===== src/rtl/seg_pkg.sv =====
// Shared definitions for 7-segment display paths.
// Glyphs are 7 bits ordered {a,b,c,d,e,f,g}, active-high (a is bit 6, g is bit 0).
// Pure constants, no logic.
package seg_pkg;

    // Bit positions of each segment inside a 7-bit glyph
    localparam int SEG_A_BIT = 6;
    localparam int SEG_B_BIT = 5;
    localparam int SEG_C_BIT = 4;
    localparam int SEG_D_BIT = 3;
    localparam int SEG_E_BIT = 2;
    localparam int SEG_F_BIT = 1;
    localparam int SEG_G_BIT = 0;

    localparam logic [6:0] SEG_OFF = 7'b0000000;

    localparam logic [6:0] SEG_0 = 7'b1111110;
    localparam logic [6:0] SEG_1 = 7'b0110000;
    localparam logic [6:0] SEG_2 = 7'b1101101;
    localparam logic [6:0] SEG_3 = 7'b1111001;
    localparam logic [6:0] SEG_4 = 7'b0110011;
    localparam logic [6:0] SEG_5 = 7'b1011011;
    localparam logic [6:0] SEG_6 = 7'b1011111;
    localparam logic [6:0] SEG_7 = 7'b1110000;
    localparam logic [6:0] SEG_8 = 7'b1111111;
    localparam logic [6:0] SEG_9 = 7'b1111011;
    localparam logic [6:0] SEG_A = 7'b1110111;
    localparam logic [6:0] SEG_B = 7'b0011111;
    localparam logic [6:0] SEG_C = 7'b1001110;
    localparam logic [6:0] SEG_D = 7'b0111101;
    localparam logic [6:0] SEG_E = 7'b1001111;
    localparam logic [6:0] SEG_F = 7'b1000111;

endpackage


===== src/rtl/hex_to_seg.sv =====
// Purpose: decode one hex nibble to a 7-segment glyph {a..g}, active-high.
// Latency: combinational, zero cycles.
// Backpressure: none; pure function of the input.
// Ports: nibble (4-bit value 0..F) in, seg (7-bit glyph) out.
module hex_to_seg
    import seg_pkg::*;
(
    input  logic [3:0] nibble,
    output logic [6:0] seg
);

    always_comb begin
        seg = SEG_OFF;
        unique case (nibble)
            4'h0: seg = SEG_0;
            4'h1: seg = SEG_1;
            4'h2: seg = SEG_2;
            4'h3: seg = SEG_3;
            4'h4: seg = SEG_4;
            4'h5: seg = SEG_5;
            4'h6: seg = SEG_6;
            4'h7: seg = SEG_7;
            4'h8: seg = SEG_8;
            4'h9: seg = SEG_9;
            4'hA: seg = SEG_A;
            4'hB: seg = SEG_B;
            4'hC: seg = SEG_C;
            4'hD: seg = SEG_D;
            4'hE: seg = SEG_E;
            4'hF: seg = SEG_F;
        endcase
    end

endmodule


===== src/rtl/seg_scan_driver.sv =====
// Purpose: time-multiplexed multi-digit 7-segment driver with frame-aligned (tear-free) updates.
// Latency: seg/an registered, one cycle after idx/disp/en; a load shows within DIGITS*REFRESH_DIV+1 cycles.
// Backpressure: load_ready = !pending; one update is held until the next frame boundary commits it.
// Ports: clk, rst (sync, active-high); load_valid/load_ready/load_data (packed nibbles, digit 0 rightmost);
//        en (display enable); seg {a..g} and one-hot an, both registered, active-high.
module seg_scan_driver
    import seg_pkg::*;
#(
    parameter int DIGITS      = 4,
    parameter int REFRESH_DIV = 50000,
    parameter int LEAD_BLANK  = 1
) (
    input  logic                  clk,
    input  logic                  rst,
    input  logic                  load_valid,
    output logic                  load_ready,
    input  logic [4*DIGITS-1:0]   load_data,
    input  logic                  en,
    output logic [6:0]            seg,
    output logic [DIGITS-1:0]     an
);

    localparam int CNT_W = $clog2(REFRESH_DIV);
    localparam int IDX_W = (DIGITS > 1) ? $clog2(DIGITS) : 1;

    logic [CNT_W-1:0]    cnt_q, cnt_d;
    logic [IDX_W-1:0]    idx_q, idx_d;
    logic                pending_q, pending_d;
    logic [4*DIGITS-1:0] pend_q, pend_d;
    logic [4*DIGITS-1:0] disp_q, disp_d;
    logic [6:0]          seg_q, seg_d;
    logic [DIGITS-1:0]   an_q, an_d;

    logic                tick;
    logic                frame_end;
    logic                accept;
    logic [3:0]          nib;
    logic [6:0]          glyph;
    logic [DIGITS-1:0]   blank_vec;
    logic                zero_above;

    assign tick       = (cnt_q == CNT_W'(REFRESH_DIV - 1));
    assign frame_end  = tick && (idx_q == IDX_W'(DIGITS - 1));
    assign load_ready = !pending_q;
    assign accept     = load_valid && !pending_q;

    assign nib = disp_q[{idx_q, 2'b00} +: 4];

    hex_to_seg u_hex_to_seg (
        .nibble (nib),
        .seg    (glyph)
    );

    // Walk from the most significant digit down; a digit is a leading zero
    // when it and every digit above it are zero. Digit 0 always shows.
    always_comb begin
        blank_vec  = '0;
        zero_above = 1'b1;
        for (int i = DIGITS - 1; i >= 0; i--) begin
            zero_above   = zero_above && (disp_q[4*i +: 4] == 4'h0);
            blank_vec[i] = (LEAD_BLANK != 0) && (i > 0) && zero_above;
        end
    end

    always_comb begin
        cnt_d     = tick ? '0 : cnt_q + CNT_W'(1);
        idx_d     = idx_q;
        pending_d = pending_q;
        pend_d    = pend_q;
        disp_d    = disp_q;

        if (tick) begin
            idx_d = (idx_q == IDX_W'(DIGITS - 1)) ? '0 : idx_q + IDX_W'(1);
        end

        // Commit uses the pre-edge pending flag; an accept can only happen
        // while pending is clear, so the two branches never overlap.
        if (frame_end && pending_q) begin
            disp_d    = pend_q;
            pending_d = 1'b0;
        end
        if (accept) begin
            pend_d    = load_data;
            pending_d = 1'b1;
        end

        an_d = '0;
        if (en) begin
            an_d[idx_q] = 1'b1;
        end
        seg_d = (en && !blank_vec[idx_q]) ? glyph : SEG_OFF;
    end

    always_ff @(posedge clk) begin
        if (rst) begin
            cnt_q     <= '0;
            idx_q     <= '0;
            pending_q <= 1'b0;
            pend_q    <= '0;
            disp_q    <= '0;
            seg_q     <= SEG_OFF;
            an_q      <= '0;
        end else begin
            cnt_q     <= cnt_d;
            idx_q     <= idx_d;
            pending_q <= pending_d;
            pend_q    <= pend_d;
            disp_q    <= disp_d;
            seg_q     <= seg_d;
            an_q      <= an_d;
        end
    end

    assign seg = seg_q;
    assign an  = an_q;

endmodule


===== config.mk =====
export PLATFORM = sky130hd
export DESIGN_NAME = seg_scan_driver
export DESIGN_NICKNAME = d
export VERILOG_FILES = /design/src/rtl/seg_pkg.sv /design/src/rtl/hex_to_seg.sv /design/src/rtl/seg_scan_driver.sv
export SDC_FILE = /design/constraint.sdc
export NUM_CORES = 1
export LEC_CHECK = 0
export ABC_CLOCK_PERIOD_IN_PS = 2500
export BUFFER_PORTS_ARGS = -buffer_cell sky130_fd_sc_hd__buf_2
export CORE_MARGIN = 3
export CORE_UTILIZATION = 45
export DETAILED_ROUTE_END_ITERATION = 7
export HOLD_SLACK_MARGIN = 0.1
export PLACE_DENSITY = 0.67
export SYNTH_ARGS = -nofsm -noshare
export SYNTH_HDL_FRONTEND = slang
export SYNTH_HIERARCHICAL = 1
export SYNTH_SLANG_ARGS = --single-unit

===== constraint.sdc =====
create_clock -name clk -period 2.5 [get_ports clk]
set_input_delay 0.25 -clock clk [delete_from_list [all_inputs] [get_ports clk]]
set_output_delay 0.25 -clock clk [all_outputs]
set_load 0.005 [all_outputs]

======== Word level (Yosys, flattened, before mapping) ========
Memory sizes are Yosys's and may differ from the RTL's. A register that Yosys moved wholly into a read port is not among the register bits.
Index checks and enable logic that the tools add are counted.
storage, ports and cells
  memory bits (read-only) ................. 112
  flip-flop bits (word level) ............. 55
  logic and storage cells ................. 39
  memories kept ........................... 1
operators by class
  $add $sub $neg .......................... 2
  bitwise logic cells ..................... 2
  order comparisons ....................... 2
  eq/ne operators ......................... 2
  multiplexer cells ....................... 7
  reduce and logical (&&, ||, !) cells .... 16
  shifts and indexed selects .............. 1
memory list
  memory            depth  width  rd ports  clocked after Yosys merged registers in  write ports  line              RTL
  (name not given)  16     7      1         1                                        0            hex_to_seg.sv:14  unique case (nibble)
operators by type and width
  cell                                                                                 number
  16-bit by 1-bit adder with 16-bit output, second input constant                      1
  16-bit == test, second input constant                                                1
  16-bit by 5-bit indexed part select with 4-bit output                                1
  4-bit zero test                                                                      3
  1-bit logical AND                                                                    7
  2-bit OR reduction                                                                   3
  1-bit two-way mux                                                                    4
  2-bit by 3-bit < comparator with 1-bit output, second input constant                 1
  2-bit by 1-bit adder with 2-bit output, second input constant                        1
  1-bit binary-select mux with 2-bit select                                            1
  1-bit demux with 2-bit select                                                        1
  2-bit == test, second input constant                                                 1
  2-bit by 1-bit greater-or-equal comparator with 1-bit output, second input constant  1
  1-bit zero test                                                                      2
  2-bit two-way mux                                                                    1
  1-bit NOT                                                                            2
  2-bit nonzero test                                                                   1

======== Longest topological paths before layout ========
Gate-level depths: netlist (run 1).
  depth after elaboration ................. 9
  mapped depth ............................ 8

======== By module ========
Netlist (run 1), hierarchy kept.
modules (own cells, without submodules)
  module           cells each  sequential area each (µm²)  instances  area an instance (µm²)
  seg_scan_driver  290         1241.2                      1          2511.2
  hex_to_seg       33          0.0                         1          287.8

======== Least setup slack after synthesis (run 1) ========
Ideal clock, no wire load.
  path kind ............................... flip-flop to flip-flop
  start ................................... register idx_q[0]
  end ..................................... register seg_q[3], in the netlist seg[3]
  path slack .............................. 194 ps
  stages on the path, launching flop included .. 9
  arrival time ............................ 2185 ps
  library setup time ...................... 121 ps
  data required time ...................... 2379 ps
  path buffers ............................ 1
  cells stage by stage .................... dfxtp_1 > clkbuf_1 > mux4_2 > inv_1 > ha_1 > inv_1 > mux4_1 > inv_1 > nor2_1
on the way
  elaborated cells between the ends (all ways) .. 7
  those cells by class .................... shift: 1; mux: 2; bitwise: 1; reduce/logical: 3
RTL lines
  element                                                line                    RTL
  start, declared                                        seg_scan_driver.sv:27   logic [IDX_W-1:0] idx_q, idx_d;
  start signal, assigned                                 seg_scan_driver.sv:105  idx_q <= idx_d;
  16-bit by 5-bit indexed part select with 4-bit output  seg_scan_driver.sv:47   assign nib = disp_q[{idx_q, 2'b00} +: 4];
  via nib[1]                                             seg_scan_driver.sv:37   logic [3:0] nib;
  end, declared                                          seg_scan_driver.sv:31   logic [6:0] seg_q, seg_d;
The timed path passes the listed nets, and every way through them passes these cells. The select of a mux whose other input is x is not followed.
A chain may end at the register's enable or synchronous reset.

======== Worst setup path in the final report (run 1) ========
Ends and elaborated chain as after synthesis.

==> results_dict.tcl, run 1 <==
set metrics [dict create \
    status "completed" \
    clkLatencyLatePin_ps 340 \
    peakVddDrop_uv 487 \
    worst_hold_slack_ps 141 \
    tns_ps 0 \
    dr_wl_met3_um 243 \
    cts_resized 0 \
    coreArea_um2 5960 \
    cts.clk_slew.worst_paths_ps 70 \
    grt_pass1_vias 2073 \
    syn_area_per_cell_um2 8.67 \
    min_period_ps 2070 \
    slew_headroom_pct 66.5 \
    wl_um 5660 \
    clockBufferDepth 2 \
    fin_util_pct 54.0 \
    maxCapViolations 0 \
    top_layer "met4" \
    async_flop_share_pct 0 \
    antenna_left 0 \
    viasPerCell 5.24 \
    grt_overflow_total 0 \
    finalSetupViolations 0 \
    syn_inst 323 \
    worstPathMaxFanout 5 \
    cts_made_buffers 9 \
    synth_edf_count 0 \
    initial_core_util_pct 47.0 \
    syn2layout_area_growth_pct 15.0 \
    end_kind "register" \
    antenna_found_initial 0 \
    design.die.area_um2 7200 \
    drc 0 \
    boundaryPins 32 \
    synth_cell_types 37 \
    route.met2.wl_um 2420 \
    totalPowerFinal_w 0.00206 \
    syn_area_um2 2800 \
    slew_viol_final 0 \
    reg2reg_depth 7 \
    synth_top_flop_cell "dfxtp_1" \
    post_cts_buffers 0 \
    cts_hold_buf 0 \
    fp-row-count 28 \
    holdPathStages 3 \
    skew_ps 7.74 \
    cts_root_buffer "clkbuf_8" \
    synth_warnings 6 \
    place_hpwl_um 3930 \
    die_w_um 84.9 \
    post-route-period-util_pct 83.0 \
    die_h_um 84.9 \
    wl_met1_um 2850 \
    htreeDepth 3 \
    drt-initial-drc-count 106 \
    antenna_cells 0 \
    clock.fmax_mhz 482 \
    dpl_worst_slack_ps 432 \
    grtUsageTotal_pct 17.0 \
    required_ps 2720 \
    gp_congestion 0.834 \
    worstMarginPinSlew_ps 502 \
    powerDensity_nw_per_um2 639 \
    crit_type "reg -> reg" \
    tritoncts "done" \
    grt_max_degree 36 \
    final_nets 384 \
    grt_pass1_wl_um 9850 \
    hold_viol 0 \
    setup_slack_ps 425 \
    firstDrtPassIters 4 \
    rsz0062_at_grt "false" \
    vias 2259 \
    arrival_ps 2300 \
    syn_nets 355 \
    hp-class "in -> reg" \
    p_leak_nw 1.23 \
    start_kind "register" \
    portBuffers 31 \
    seq_area_frac_synth_pct 44.3 \
    drive_above_1_share_pct 18.0 \
    wire_per_inst_um 13.1 \
    synth_seq_cells 62 \
    clkSinkCount 62 \
]
==> flip-flops by register name (all words and copies together), names as in the netlist <==
name       cells
cnt_q         16
disp_q        16
pend_q        16
seg            7
an             4
idx_q          2
pending_q      1
==> report_power, final <==
group | switching (W) | internal (W)
clock network | 0.000395 | 0.000553
logic | 0.0000474 | 0.0000344
registers | 0.0000145 | 0.00101
total | 0.000456 | 0.00160
==> metrics by stage <==
step | instances | cell area (um2)
2_1_floorplan | 323 | 2800
3_3_place_gp | 416 | 3010
3_5_place_dp | 416 | 3010
4_1_cts | 431 | 3220
5_1_grt | 431 | 3220
6_report | 431 | 3220
==> cell type report <==
type                    count  area, um2
fillers                   582       2740
inverters                  18       67.6
clock buffers               9        124
well taps                  75       93.8
flip-flops and latches     62       1240
clock inverters             6       87.6
multi-input cells         222       1390
repair buffers             39        215
==> path summary, 6_finish.rpt <==
path	startpoint	endpoint	slack (ps)
worst max-delay path	idx_q[0]	seg[3]	430
worst min-delay path	load_data[13]	pend_q[13]	140
worst max register to register	idx_q[0]	seg[3]	430
worst min register to register	pend_q[8]	pend_q[8]	460
==> cells in the final DEF (no fill, tap or decap), drive strengths merged, types with 9 or more instances in the layout <==
master / synthesis / layout
a21oi: 37 / 37
buf: 10 / 39
clkbuf: 11 / 9
dfxtp: 62 / 62
ha: 12 / 12
inv: 18 / 18
nand2: 38 / 38
nand4: 21 / 21
nor2: 29 / 29
o21ai: 18 / 18
xnor2: 12 / 12
==> logic make-up (layout without fill, tap and decap cells) <==
| logic type | count (synthesis) | count (layout) | share of synthesized area [%] |
|---|---|---|---|
| adder cells (fa/ha/maj) | 12 | 12 | 5.36 |
| XOR/XNOR | 14 | 14 | 4.38 |
| AO/OA/AOI/OAI | 60 | 60 | 11.4 |
| multiplexers | 10 | 10 | 6.08 |
| AND/OR/NAND/NOR | 126 | 126 | 22.4 |
| buffers and inverters | 39 | 72 | 6.03 |
| flip-flops | 62 | 62 | 44.3 |
==> worst max-delay path: stages (launching register included) <==
cell and delay, ps:
dfxtp_1 350, mux4_2 570, inv_1 150, ha_1 250, inv_1 60, mux4_1 490
inv_1 70, nor2_1 40
==> cell usage after synthesis (3+ instances only) <==
cell type  count  area (um2)
mux4_2         4        90.1
nor3_1         7        35.0
buf_2          6        30.0
nand2_1       38         143
nor2_1        29         109
nand3_1        7        35.0
ha_1          12         150
a21oi_1       37         185
xnor2_1       12         105
nand4_1       20         125
nor2b_1        3        18.8
o21ai_0       18        90.1
inv_1         18        67.6
dfxtp_1       62        1240
and2_1         5        31.3
clkbuf_1      11        41.3
nor4_1         7        43.8
mux2_2         3        33.8
==> per-layer routing <==
layer | vias up | track usage, %
met2 | 44 | 24.7
met5 | - | 0
met4 | 0 | 8.92
met3 | 12 | 3.98
met1 | 1029 | 23.4
li1 | 1174 | -
(Power assumes the default switching activity.)
==> run 2, diff against run 1 <==
--- a/config.mk
+++ b/config.mk
@@ -5,7 +5,7 @@
 export SDC_FILE = /design/constraint.sdc
 export NUM_CORES = 1
 export LEC_CHECK = 0
-export ABC_CLOCK_PERIOD_IN_PS = 2500
+export ABC_CLOCK_PERIOD_IN_PS = 2140
 export BUFFER_PORTS_ARGS = -buffer_cell sky130_fd_sc_hd__buf_2
 export CORE_MARGIN = 3
 export CORE_UTILIZATION = 45
==> constraint.sdc (replaced) <==
create_clock -name clk -period 2.14 [get_ports clk]
set_input_delay 0.214 -clock clk [delete_from_list [all_inputs] [get_ports clk]]
set_output_delay 0.214 -clock clk [all_outputs]
set_load 0.005 [all_outputs]
==> results_dict.tcl, run 2 (synthesis gave the netlist of run 1 again) <==
set metrics [dict create \
    pwr-share-comb_pct 4.4 \
    final_nets 388 \
    grt_overflow_total 0 \
    cts_root_buffer "clkbuf_8" \
    end_kind "register" \
    peakVddDrop_uv 393 \
    dp.cells 418 \
    worstReg2RegEnd "seg[3]" \
    reg2reg_depth 6 \
    switching_share_pct 22.3 \
    initial_core_util_pct 47.0 \
    hp-class "in -> reg" \
    min_to "pend_q[13]" \
    drc 0 \
    cts.clk_slew.worst_paths_ps 70 \
    antenna_found_initial 0 \
    maxCapViolations 0 \
    setup_slack_ps 83.1 \
    r2r-start "idx_q[1]" \
    p_seq_share_pct 54.0 \
    worstPathMaxFanout 4 \
    final_cell_mix "62 x dfxtp_1, 38 x nand2_1, 37 x a21oi_1" \
    clockBufferDepth 2 \
    p_int_w 0.00173 \
    cts_resized 0 \
    clkSinkCount 62 \
    design.die.area_um2 7200 \
    tritoncts "done" \
    grtUsageTotal_pct 16.7 \
    top_regs "cnt_q: 16 flops, disp_q: 16 flops, pend_q: 16 flops" \
    min_period_ps 2060 \
    grt_max_degree 36 \
    die_h_um 84.9 \
    hold_start "load_data[13]" \
    tns_ps 0 \
    rsz0062_at_grt "false" \
    die_w_um 84.9 \
    powerDensity_nw_per_um2 692 \
    p_leak_nw 1.25 \
    skew_ps 6.41 \
    antenna_left 0 \
    holdPathStages 3 \
    start_kind "register" \
    grt_pass1_vias 2082 \
    htreeDepth 3 \
    cts_made_buffers 9 \
    vias 2235 \
    slew_viol_final 0 \
    worstMarginPinSlew_ps 500 \
    syn2layout_area_growth_pct 14.9 \
    power_frac_clock_pct 41.6 \
    layout_commonest_cell "dfxtp_1" \
    status "completed" \
    arrival_ps 2270 \
    p_sw_w 0.000496 \
    boundaryPins 32 \
    place_hpwl_um 3840 \
    wl_um 5560 \
    crit_type "reg -> reg" \
    reg2reg_setup_slack_ps 80 \
    wire_per_inst_um 12.8 \
    portBuffers 31 \
    drt-initial-drc-count 66 \
    gp_congestion 0.845 \
    post-route-period-util_pct 96.1 \
    fin_cells 434 \
    required_ps 2360 \
    hold_viol 0 \
    viasPerCell 5.15 \
    fp-row-count 28 \
    antenna_cells 0 \
    coreArea_um2 5960 \
    drive_above_1_share_pct 17.8 \
    clock.fmax_mhz 486 \
    dpl_worst_slack_ps 117 \
    firstDrtPassIters 4 \
    slew_headroom_pct 66.6 \
    finalSetupViolations 0 \
    clkLatencyLatePin_ps 340 \
    grt_pass1_wl_um 9720 \
]
-- run 2: cell types whose count changed in the layout (fill, tap and decap cells not counted) --
| cell | previous run | this run |
|---|---|---|
| bufinv_16 | 2 | 0 |
| clkbuf_1 | 0 | 1 |
| dlygate4sd3_1 | 0 | 2 |
| clkbuf_8 | 9 | 12 |
| clkinvlp_4 | 3 | 0 |
| buf_4 | 8 | 10 |
-- run 2: how the worst max path moves through the flow --
stage | from | to | slack, ps | cells past startpoint
2_1_floorplan | idx_q[0] | seg[3] | 5 | 8
3_3_place_gp | idx_q[1] | seg[3] | 150 | 6
3_5_place_dp | idx_q[1] | seg[3] | 120 | 6
4_1_cts | idx_q[1] | seg[3] | 100 | 6
5_1_grt | idx_q[0] | seg[3] | 6 | 7
6_report | idx_q[1] | seg[3] | 80 | 6
-- run 2: power by group through the flow --
stage / sequential, W / clock [W] / combinational [W]
6_report: 0.00120 / 0.000925 / 0.0000976
3_5_place_dp: 0.00123 / 0 / 0.0000954
2_1_floorplan: 0.00122 / 0 / 0.0000574
4_1_cts: 0.00120 / 0.000949 / 0.0000985
3_3_place_gp: 0.00123 / 0 / 0.0000946
5_1_grt: 0.00120 / 0.00101 / 0.000113
-- run 2: critical path, stage by stage (launching register included) --
cell and delay (ps):
dfxtp_1 360, mux4_2 570, inv_1 160, ha_1 260, mux4_1 490, inv_1 60, nor2_1 40
-- run 2: per-layer routing --
metal | up-vias | wire [um] | global-route usage (%)
li1 | 1176 | - | -
met1 | 1002 | 2770 | 23.7
met2 | 46 | 2430 | 23.8
met3 | 11 | 246 | 3.79
met4 | 0 | 116 | 8.63
met5 | - | 0 | 0
-- run 2: timing repair --
item | 4_1_cts | 5_1_grt
hold buffers | 2 | 0
buffers inserted | 0 | 0
endpoints found under the setup margin | 0 | 0
hold endpoints to repair | 2 | 0
-- run 2: cell type report --
cell class | count | area, um2
Fill cell | 582 | 2740
Multi-Input combinational cell | 222 | 1390
Sequential cell | 62 | 1240
Timing Repair Buffer | 43 | 250
Clock buffer | 13 | 169
Tap cell | 75 | 93.8
Inverter | 18 | 67.6
Clock inverter | 1 | 5.00
-- run 2: stage by stage --
stage | hold slack, ps | instance area (um2) | utilization (%) | power [W]
4_1_cts | 101 | 3220 | 54.0 | 0.00225
6_report | 111 | 3220 | 54.0 | 0.00222
5_1_grt | 110 | 3220 | 54.0 | 0.00233
3_5_place_dp | 451 | 3020 | 50.7 | 0.00132
2_1_floorplan | 350 | 2800 | - | 0.00128
3_3_place_gp | 447 | 3020 | 50.7 | 0.00132
==> run 3, diff against run 2 <==
--- a/config.mk
+++ b/config.mk
@@ -7,11 +7,13 @@
 export LEC_CHECK = 0
 export ABC_CLOCK_PERIOD_IN_PS = 2140
 export BUFFER_PORTS_ARGS = -buffer_cell sky130_fd_sc_hd__buf_2
+export CELL_PAD_IN_SITES_DETAIL_PLACEMENT = 0
+export CELL_PAD_IN_SITES_GLOBAL_PLACEMENT = 2
 export CORE_MARGIN = 3
-export CORE_UTILIZATION = 45
+export CORE_UTILIZATION = 35
 export DETAILED_ROUTE_END_ITERATION = 7
 export HOLD_SLACK_MARGIN = 0.1
-export PLACE_DENSITY = 0.67
+export PLACE_DENSITY = 0.81
 export SYNTH_ARGS = -nofsm -noshare
 export SYNTH_HDL_FRONTEND = slang
 export SYNTH_HIERARCHICAL = 1
==> results_dict.tcl, run 3 (synthesis gave the netlist of run 1 again) <==
set metrics [dict create \
    worstMarginPinSlew_ps 1010 \
    grtUsageTotal_pct 14.7 \
    cts_made_buffers 9 \
    cts.clk_slew.worst_paths_ps 70 \
    tritoncts "done" \
    syn2layout_area_growth_pct 18.6 \
    grt_pass1_vias 2148 \
    grt_pass1_wl_um 10500 \
    dp.cells 442 \
    critPathMostFrequentCell "inv_1" \
    cpLargestDelayFamily "multiplexers" \
    fp-row-count 31 \
    drt-initial-drc-count 122 \
    critPathBufInv 3 \
    cts_root_buffer "clkbuf_8" \
    tns_ps 0 \
    portBuffers 31 \
    worstReg2RegEnd "seg[3]" \
    place_hpwl_um 4140 \
    hold_start "load_data[6]" \
    coreArea_um2 7490 \
    slew_viol_final 0 \
    pwr-share-comb_pct 4.5 \
    finalSetupViolations 0 \
    layout_commonest_cell "dfxtp_1" \
    min_period_ps 1990 \
    antenna_found_initial 0 \
    reg2reg_depth 7 \
    setup_slack_ps 150 \
    powerDensity_nw_per_um2 702 \
    arrival_ps 2210 \
    maxCapViolations 0 \
    power_frac_clock_pct 43.9 \
    boundaryPins 32 \
    vias 2304 \
    grt_max_degree 36 \
    clockBufferDepth 2 \
    wire_per_inst_um 13.0 \
    wl_um 6050 \
    antenna_cells 0 \
    firstDrtPassIters 4 \
    clkLatencyLatePin_ps 330 \
    hp-class "in -> reg" \
    top_regs "cnt_q: 16 flops, disp_q: 16 flops, pend_q: 16 flops" \
    reg2reg_setup_slack_ps 150 \
    post_cts_buffers 0 \
    rsz0062_at_grt "false" \
    hold_viol 0 \
    r2r-start "idx_q[0]" \
    final_nets 393 \
    max_stage_delay_ps 520 \
    post-route-period-util_pct 93.0 \
    clkSinkCount 62 \
    skew_ps 7.41 \
    start_kind "register" \
    drc 0 \
    min_to "pend_q[6]" \
    fin_cells 465 \
    drive_above_1_share_pct 18.6 \
    end_kind "register" \
    p_sw_w 0.000560 \
    switching_share_pct 24.0 \
    p_int_w 0.00177 \
    holdPathStages 3 \
    slew_headroom_pct 32.8 \
    die_w_um 95.4 \
    design.die.area_um2 9110 \
    peakVddDrop_uv 281 \
    antenna_left 0 \
    dpl_worst_slack_ps 110 \
    final_cell_mix "62 x dfxtp_1, 38 x nand2_1, 37 x a21oi_1" \
    viasPerCell 4.95 \
    die_h_um 95.4 \
    crit_chain "mux4_2, inv_1, ha_1, inv_1, mux4_1, inv_1, nor2_1" \
    worstPathMaxFanout 5 \
    grt_overflow_total 0 \
    final-seq-area_um2 1240 \
    p_leak_nw 1.27 \
    initial_core_util_pct 37.4 \
    clock.fmax_mhz 502 \
    gp_congestion 0.790 \
    multiInputGateArea_um2 1390 \
    status "completed" \
    cp_slowest_cell "mux4_2" \
    nFillCells 791 \
    required_ps 2360 \
    htreeDepth 3 \
    crit_type "reg -> reg" \
    p_seq_share_pct 51.5 \
]
run 3: cell count changes in the layout (fill, tap and decap cells not counted), sizes merged:
| cell | delta |
|---|---|
| bufinv | +1 |
| clkbuf | -4 |
| clkinv | +2 |
| clkinvlp | +3 |
| dlygate4sd3 | +5 |
run 3: routing by layer:
layer	vias to the layer above	GRT usage [%]	part of all wire, %
met5	-	0	0
li1	1190	-	-
met3	10	3.08	4.5
met2	50	20.4	40
met1	1054	21.5	53
met4	0	6.75	1.7
run 3: final cells by class:
class	count	share of cell area, %
tap	99	3.73
inverter	18	2.03
sequential	62	37.4
multi-input combinational	222	41.8
timing repair buffer	48	9.04
clock inverter	7	2.26
clock buffer	9	3.73
run 3: what timing repair did:
item / in CTS / in global routing
hold buffers: 7 / 0
endpoints found under the hold margin: 7 / 0
endpoints found under the setup margin: 0 / 1
gates resized for setup: 0 / 1
run 3: worst max-delay path by stage:
stage                     startpoint      to  cells after the start
after floorplan             idx_q[0]  seg[3]                      8
after global placement      idx_q[1]  seg[3]                      6
after detailed placement    idx_q[1]  seg[3]                      6
after CTS                   idx_q[0]  seg[3]                      7
after global routing        idx_q[0]  seg[3]                      7
final                       idx_q[0]  seg[3]                      7
run 3: power by group through the flow:
stage / sequential (W) / combinational [W] / clock, W
5_1_grt: 0.00120 / 0.000123 / 0.00111
6_report: 0.00120 / 0.000106 / 0.00102
4_1_cts: 0.00120 / 0.000108 / 0.00106
3_3_place_gp: 0.00123 / 0.0000964 / 0
3_5_place_dp: 0.00123 / 0.0000978 / 0
2_1_floorplan: 0.00122 / 0.0000574 / 0
run 3: stage by stage:
step                      hold slack, ps  util (%)  area (um2)  total power (W)
after floorplan                      350         -        2800          0.00128
after global placement               443      40.8        3050          0.00132
after detailed placement             447      40.8        3050          0.00133
after CTS                            101      44.4        3320          0.00237
after global routing                 102      44.4        3320          0.00244
final                                117      44.4        3320          0.00233
run 3: worst register-to-register path, stage by stage, from the launching register on:
cell,delay (ps)
dfxtp_1,360
mux4_2,520
inv_1,130
ha_1,250
inv_1,50
mux4_1,470
inv_1,60
nor2_1,30
